<file path="src/rtl/uop_issue_queue.sv">
// Operand-formation queue between decode and execute: picks operand B,
// derives the shift amount and buffers micro-ops in a small FWFT FIFO.
package uop_pkg;
    typedef enum logic [3:0] {
        OP_NOP,
        OP_ADD,
        OP_SUB,
        OP_AND,
        OP_OR,
        OP_XOR,
        OP_SLL,
        OP_SRL,
        OP_SRA,
        OP_SLT,
        OP_SLTU
    } op_t;
endpackage

module uop_issue_queue
    import uop_pkg::*;
#(
    parameter int W     = 64,
    parameter int DEPTH = 4,
    parameter int TAG_W = 4
) (
    input  logic                       clk,
    input  logic                       rst,
    input  logic                       flush,
    input  logic                       in_valid,
    output logic                       in_ready,
    input  op_t                        in_op,
    input  logic [W-1:0]               in_a,
    input  logic [W-1:0]               in_b,
    input  logic [W-1:0]               in_imm,
    input  logic                       in_use_imm,
    input  logic [TAG_W-1:0]           in_tag,
    output logic                       out_valid,
    input  logic                       out_ready,
    output op_t                        out_op,
    output logic [W-1:0]               out_a,
    output logic [W-1:0]               out_b,
    output logic [$clog2(W)-1:0]       out_shamt,
    output logic [TAG_W-1:0]           out_tag,
    output logic [$clog2(DEPTH+1)-1:0] count
);
    localparam int SW = $clog2(W);
    localparam int PW = $clog2(DEPTH);
    localparam int CW = $clog2(DEPTH + 1);
    localparam logic [CW-1:0] FULL = CW'(DEPTH);

    logic [CW-1:0]    count_q, count_d;
    logic [PW-1:0]    wr_ptr_q, wr_ptr_d;
    logic [PW-1:0]    rd_ptr_q, rd_ptr_d;
    op_t              op_q    [DEPTH];
    op_t              op_d    [DEPTH];
    logic [W-1:0]     a_q     [DEPTH];
    logic [W-1:0]     a_d     [DEPTH];
    logic [W-1:0]     b_q     [DEPTH];
    logic [W-1:0]     b_d     [DEPTH];
    logic [SW-1:0]    shamt_q [DEPTH];
    logic [SW-1:0]    shamt_d [DEPTH];
    logic [TAG_W-1:0] tag_q   [DEPTH];
    logic [TAG_W-1:0] tag_d   [DEPTH];

    logic [W-1:0]  b_sel;
    logic [SW-1:0] shamt_sel;
    logic          push;
    logic          pop;

    always_comb begin
        b_sel     = in_use_imm ? in_imm : in_b;
        shamt_sel = b_sel[SW-1:0];
        in_ready  = ~rst & ~flush & (count_q < FULL);
        out_valid = (count_q != '0);
        push      = in_valid & in_ready & ~flush;
        pop       = out_valid & out_ready & ~flush;
    end

    always_comb begin
        count_d  = count_q;
        wr_ptr_d = wr_ptr_q;
        rd_ptr_d = rd_ptr_q;
        op_d     = op_q;
        a_d      = a_q;
        b_d      = b_q;
        shamt_d  = shamt_q;
        tag_d    = tag_q;
        // Flush only rewinds bookkeeping; stale storage is never visible
        if (flush) begin
            count_d  = '0;
            wr_ptr_d = '0;
            rd_ptr_d = '0;
        end else begin
            if (push) begin
                op_d[wr_ptr_q]    = in_op;
                a_d[wr_ptr_q]     = in_a;
                b_d[wr_ptr_q]     = b_sel;
                shamt_d[wr_ptr_q] = shamt_sel;
                tag_d[wr_ptr_q]   = in_tag;
                wr_ptr_d          = wr_ptr_q + PW'(1);
            end
            if (pop) begin
                rd_ptr_d = rd_ptr_q + PW'(1);
            end
            unique case ({push, pop})
                2'b10:   count_d = count_q + CW'(1);
                2'b01:   count_d = count_q - CW'(1);
                default: count_d = count_q;
            endcase
        end
    end

    always_ff @(posedge clk) begin
        if (rst) begin
            count_q  <= '0;
            wr_ptr_q <= '0;
            rd_ptr_q <= '0;
            for (int i = 0; i < DEPTH; i++) begin
                op_q[i]    <= OP_NOP;
                a_q[i]     <= '0;
                b_q[i]     <= '0;
                shamt_q[i] <= '0;
                tag_q[i]   <= '0;
            end
        end else begin
            count_q  <= count_d;
            wr_ptr_q <= wr_ptr_d;
            rd_ptr_q <= rd_ptr_d;
            op_q     <= op_d;
            a_q      <= a_d;
            b_q      <= b_d;
            shamt_q  <= shamt_d;
            tag_q    <= tag_d;
        end
    end

    assign out_op    = op_q[rd_ptr_q];
    assign out_a     = a_q[rd_ptr_q];
    assign out_b     = b_q[rd_ptr_q];
    assign out_shamt = shamt_q[rd_ptr_q];
    assign out_tag   = tag_q[rd_ptr_q];
    assign count     = count_q;

endmodule

</file>
<file path="config.mk">
export PLATFORM = sky130hd
export DESIGN_NAME = uop_issue_queue
export DESIGN_NICKNAME = d
export VERILOG_FILES = /design/src/rtl/uop_issue_queue.sv
export SDC_FILE = /design/constraint.sdc
export NUM_CORES = 1
export LEC_CHECK = 0
export ABC_AREA = 1
export CAP_MARGIN = 20
export CORE_MARGIN = 2
export CORE_UTILIZATION = 29
export DETAILED_ROUTE_END_ITERATION = 8
export PLACE_DENSITY = 0.45
export SLEW_MARGIN = 0
export SYNTH_ARGS = -nofsm -noshare
export SYNTH_HDL_FRONTEND = slang
export SYNTH_SLANG_ARGS = --single-unit
</file>
<file path="constraint.sdc">
create_clock -name clk -period 3.5 [get_ports clk]
set_clock_uncertainty 0.2 [all_clocks]
set_input_delay 1.05 -clock clk [delete_from_list [all_inputs] [get_ports clk]]
set_output_delay 1.05 -clock clk [all_outputs]
set_load 0.05 [all_outputs]
</file>
[Word-level counts from Yosys, hierarchy flattened]
Cells that the tools add are included.
Word-level totals
  bits in registers: 575
  input bits: 206
  output and inout port bits: 147
  logic and storage cells: 76
Cells by class
  $add $sub $neg: 4
  $lt $le $gt $ge: 4
  equality and inequality tests: 2
  multiplexer cells: 28
  bitwise logic cells: 10
  reductions and logical operators: 5
Operators with widths (count)
  $bwmux 256: 2
  $mux 64: 6
  $bmux 64 s2: 2
  $demux 64 s2: 1
  $bwmux 16: 2
  $bwmux 24: 1
  $mux 4: 5
  $mux 6: 3
  $bmux 4 s2: 2
  $bmux 6 s2: 1
  $demux 6 s2: 1
  $demux 4 s2: 1
  $and 1x1->1: 6
  $ge 3x3->1 const B: 2
  $not 2->3: 2
  $pmux 3 s2: 1
  $add 2x1->2 const B: 2
  $add 3x1->3 const B: 1
  $lt 3x1->1 const B: 1
  $lt 3x3->1 const B: 1
  $reduce_bool 3->1: 1
  $sub 3x1->3 const B: 1
  $eq 2x1->1 const B: 1
  $eq 2x2->1 const B: 1
  other kinds (5): 6

[Longest topological paths before layout]
  word-level depth: 7
  gate-level depth with buffers: 13
  mapped depth without buffers: 13

[Worst setup path before layout]
Ideal clock, no wire load.
  path type: reg-to-output
  start: register rd_ptr_q[0]
  end: output port out_shamt[0]
  arrival time: 2219 ps
  data required time: 2250 ps
  slack: 31 ps
  cell stages (with the launch flop): 8
  buffers on the path: 4
  cells stage by stage: dfxtp_1 > inv_2 > buf_4 > buf_2 > clkbuf_1 > a21oi_1 > a21oi_1 > buf_4
On the way
  longest elaborated chain between the ends: 4
Ends and longest elaborated chain
  start, declared: RTL line 53  | logic [PW-1:0] rd_ptr_q, rd_ptr_d;
  start signal, assigned: RTL line 128  | rd_ptr_q <= rd_ptr_d;
  $not 2->3 (not written as such): RTL line 140  | assign out_shamt = shamt_q[rd_ptr_q];
  $bmux 6 s2: RTL line 140
  $mux 6 (not written as such) (2 in series): RTL line 140
  end, declared: RTL line 42  | output logic [$clog2(W)-1:0] out_shamt,
No other way between the ends. The select of a mux whose other input is x is not followed.

[Final worst setup path]
  start: register rd_ptr_q[0]
  end: output port out_a[32]
On the way
  longest elaborated chain between the ends: 4
Ends and longest elaborated chain
  $not 2->3 (not written as such): RTL line 138  | assign out_a = a_q[rd_ptr_q];
  $bmux 64 s2: RTL line 138
  $mux 64 (not written as such) (2 in series): RTL line 138
  end, declared: RTL line 40  | output logic [W-1:0] out_a,
No other way between the ends. The select of a mux whose other input is x is not followed.

==> impl_results.md <==
- Outcome: complete, no violations
- XOR/XNOR Fraction of Synth Area: 0%
- Sequential area share after synthesis: 40.6%
- Finished layout cell area: ~37,000 um^2
- Slew margin rel.: 43.4%
- Initial detailed-routing violation count: about 1,300
- Hold crit path type: reg2reg
- Drt wl/cell: 13.9 um
- Seq cells post-synth: 551
- Root Driver: clkbuf_16
- # IOs: 353
- Vias in the first global route: 24,000
- Layout cells sized above 1: 10.1%
- Drt pass-1 iters: 5
- Syn Std Cell Area: roughly 27,000 um^2
- Post-route insts no fill: 6,072
- Clk slew on worst S/H paths: 60 ps
- Maximum root-to-sink buffer count: 3
- Global-route wire length before repair: 133,000 um
- Reg2Reg Depth: 13
- Crit path time final: approximately 3400 ps
- Post-Synth Adder-Cell Area: 0.304%
- Total gr overflow: 0
- Vias/cell: 4.21
- Mux share of post-synthesis cell area: 0%
- Largest family of logic cells by synthesized area: simple AND/OR/NAND/NOR gates
- Max FO, Critical Path: 21
- RSZ-0062 raised after global routing: true
- Initial Util: 29.2%
- Max IR drop VDD: 0.311 mV
- Slew Limit Fails: 0
- DP Cell Count: about 6,000
- Synth unique cells: 17
- Max-cap violations: 0
- Final Power: 0.0157 W
- TritonCTS Buffers: 71
- CTS tree: yes
- Number of H-tree levels: 3
- LEAKAGE: 18.2 nW
- Clock Latency Late Sink: around 600 ps
- Hold buffers post-CTS: 0
- Hold WS: roughly 310 ps
- Die Y: between 300 and 400 um
- GP Congestion: 0.739
- Post-synthesis net count: between 4,000 and 5,000
- Cells after synthesis: 4,489
- Die area: 96,200 um^2
- IO buf count: roughly 350
- Pre-CTS WS: roughly 120 ps
- Most frequent cells in the layout: nand2_1 (1,226), nor2_1 (1,019), inv_1 (694)
- Crit Path Class: reg2out
- Core Region: just over 90,000 um^2
- CTS Sinks: 551
- Final HPWL DP: a little over 50,000 um
- Via count: 25,500
- Final WS setup: 57.7 ps
- WP data required: 2250 ps
- Mean Syn Cell Area: 6.06 um^2
- Drt drc: 0
- Initial antenna violation count: 8
- Fmax: 291 MHz
- Largest net degree at the start of global routing: 109
- Post-Synth Simple-Gate Area: 31.2%
- PwrDens: 426 nW/um^2
- Final Net Count: 4,974
- Layout area overhead: 35.5%
- Setup violators final: 0
- Commonest non-fill, non-tap cell in the layout: nand2_1
- Synth Area in Compound Gates: 13.4%
- Placed Area: 33,900 um^2
- Total Wirelength: between 80,000 and 90,000 um
- CP Launch Type: flip-flop
- Post-DRT Antenna Nets: 0
- Worst slew pin tran: 840 ps
- Setup crit end kind: output pin
- Fin. Hold Viols: 0
- Arr. time, crit path: 2190 ps
- Hold depth: 4
- Die width: between 300 and 400 um
- Tcrit/Tclk final: 98.4%
- Row count: 112
- Total GRT Usage: between 10% and 20%
- Warnings from Yosys: 0
## cells by family (layout without fill, tap and decap cells)
family | Yosys count | in the layout
DFF | 551 | 551
other | 0 | 1
buffers and inverters | 986 | 1314
adders and majority gates | 6 | 6
AOI/OAI and AO/OA | 690 | 690
and+or+nand+nor | 2256 | 2256
## routing by layer
metal	vias to the layer above	share of wire, %	GRT usage, %
met4	16	2.0	4.35
met3	115	5.0	3.58
met5	-	0.13	0
met2	375	45	29.5
li1	13900	-	-
met1	11200	48	22.2
## timing repair
item / in CTS / in global routing
cloned: 4 / 1
setup endpoints to repair: 100 / 69
pin swaps: 0 / 0
gates resized for setup: 71 / 53
setup buffers: 2 / 3
## Yosys cell counts
cell | n | area, um^2
nand2_1 | 1226 | 4600
inv_1 | 695 | 2610
nor2_4 | 1 | 11.3
ha_1 | 5 | 62.6
o21bai_1 | 75 | 563
buf_2 | 112 | 561
a21oi_1 | 413 | 2070
dfxtp_1 | 551 | 11000
nor2_1 | 1019 | 3820
o21ai_0 | 202 | 1010
buf_1 | 9 | 33.8
clkbuf_1 | 139 | 522
inv_2 | 2 | 7.51
buf_4 | 29 | 218
nand3_1 | 6 | 30.0
fa_1 | 1 | 20.0
nand4_1 | 4 | 25.0
## state kept, by name, summed over array words and instances (netlist names)
register	count
a_q	256
b_q	256
count	3
op_q	16
rd_ptr_q	2
tag_q	16
wr_ptr_q	2
## worst max-delay path, stage by stage (launching register included)
cell and delay, ps:
dfxtp_4 470, inv_16 110, buf_16 190, buf_4 170
o21ai_1 120, a21oi_1 50, a21oi_1 120, buf_4 170
buf_12 140
## through the flow
step           util [%]  TNS, ps
3_5_place_dp       36.4        0
6_report           39.5        0
3_3_place_gp       36.4        0
4_1_cts            39.3        0
5_1_grt            39.5     -584
2_1_floorplan         -        0
## power breakdown
part	internal, W	switching [W]	total (W)	leakage (nW)
logic	0.000783	0.00102	0.00180	12.6
registers	0.00637	0.0000426	0.00641	4.46
clock network	0.00445	0.00305	0.00750	1.17
## cell type report
| type | count | area [um^2] |
|---|---|---|
| timing repair buffer | 487 | 6590 |
| tap | 1254 | 1570 |
| inverter | 697 | 2660 |
| sequential | 551 | 11000 |
| clock inverter | 17 | 282 |
| clock buffer | 111 | 2130 |
| timing repair inverter | 2 | 17.5 |
| fill | 9836 | 56300 |
| multi-input combinational | 2952 | 12600 |
| antenna | 1 | 2.50 |
## worst paths after layout
kind          startpoint        end  slack, ps
max          rd_ptr_q[0]  out_a[32]         60
min             b_q[225]   b_q[225]        310
max reg2reg     count[2]   count[2]       1430
min reg2reg     b_q[225]   b_q[225]        310
No activity file was read; power rests on OpenSTA's default activity.
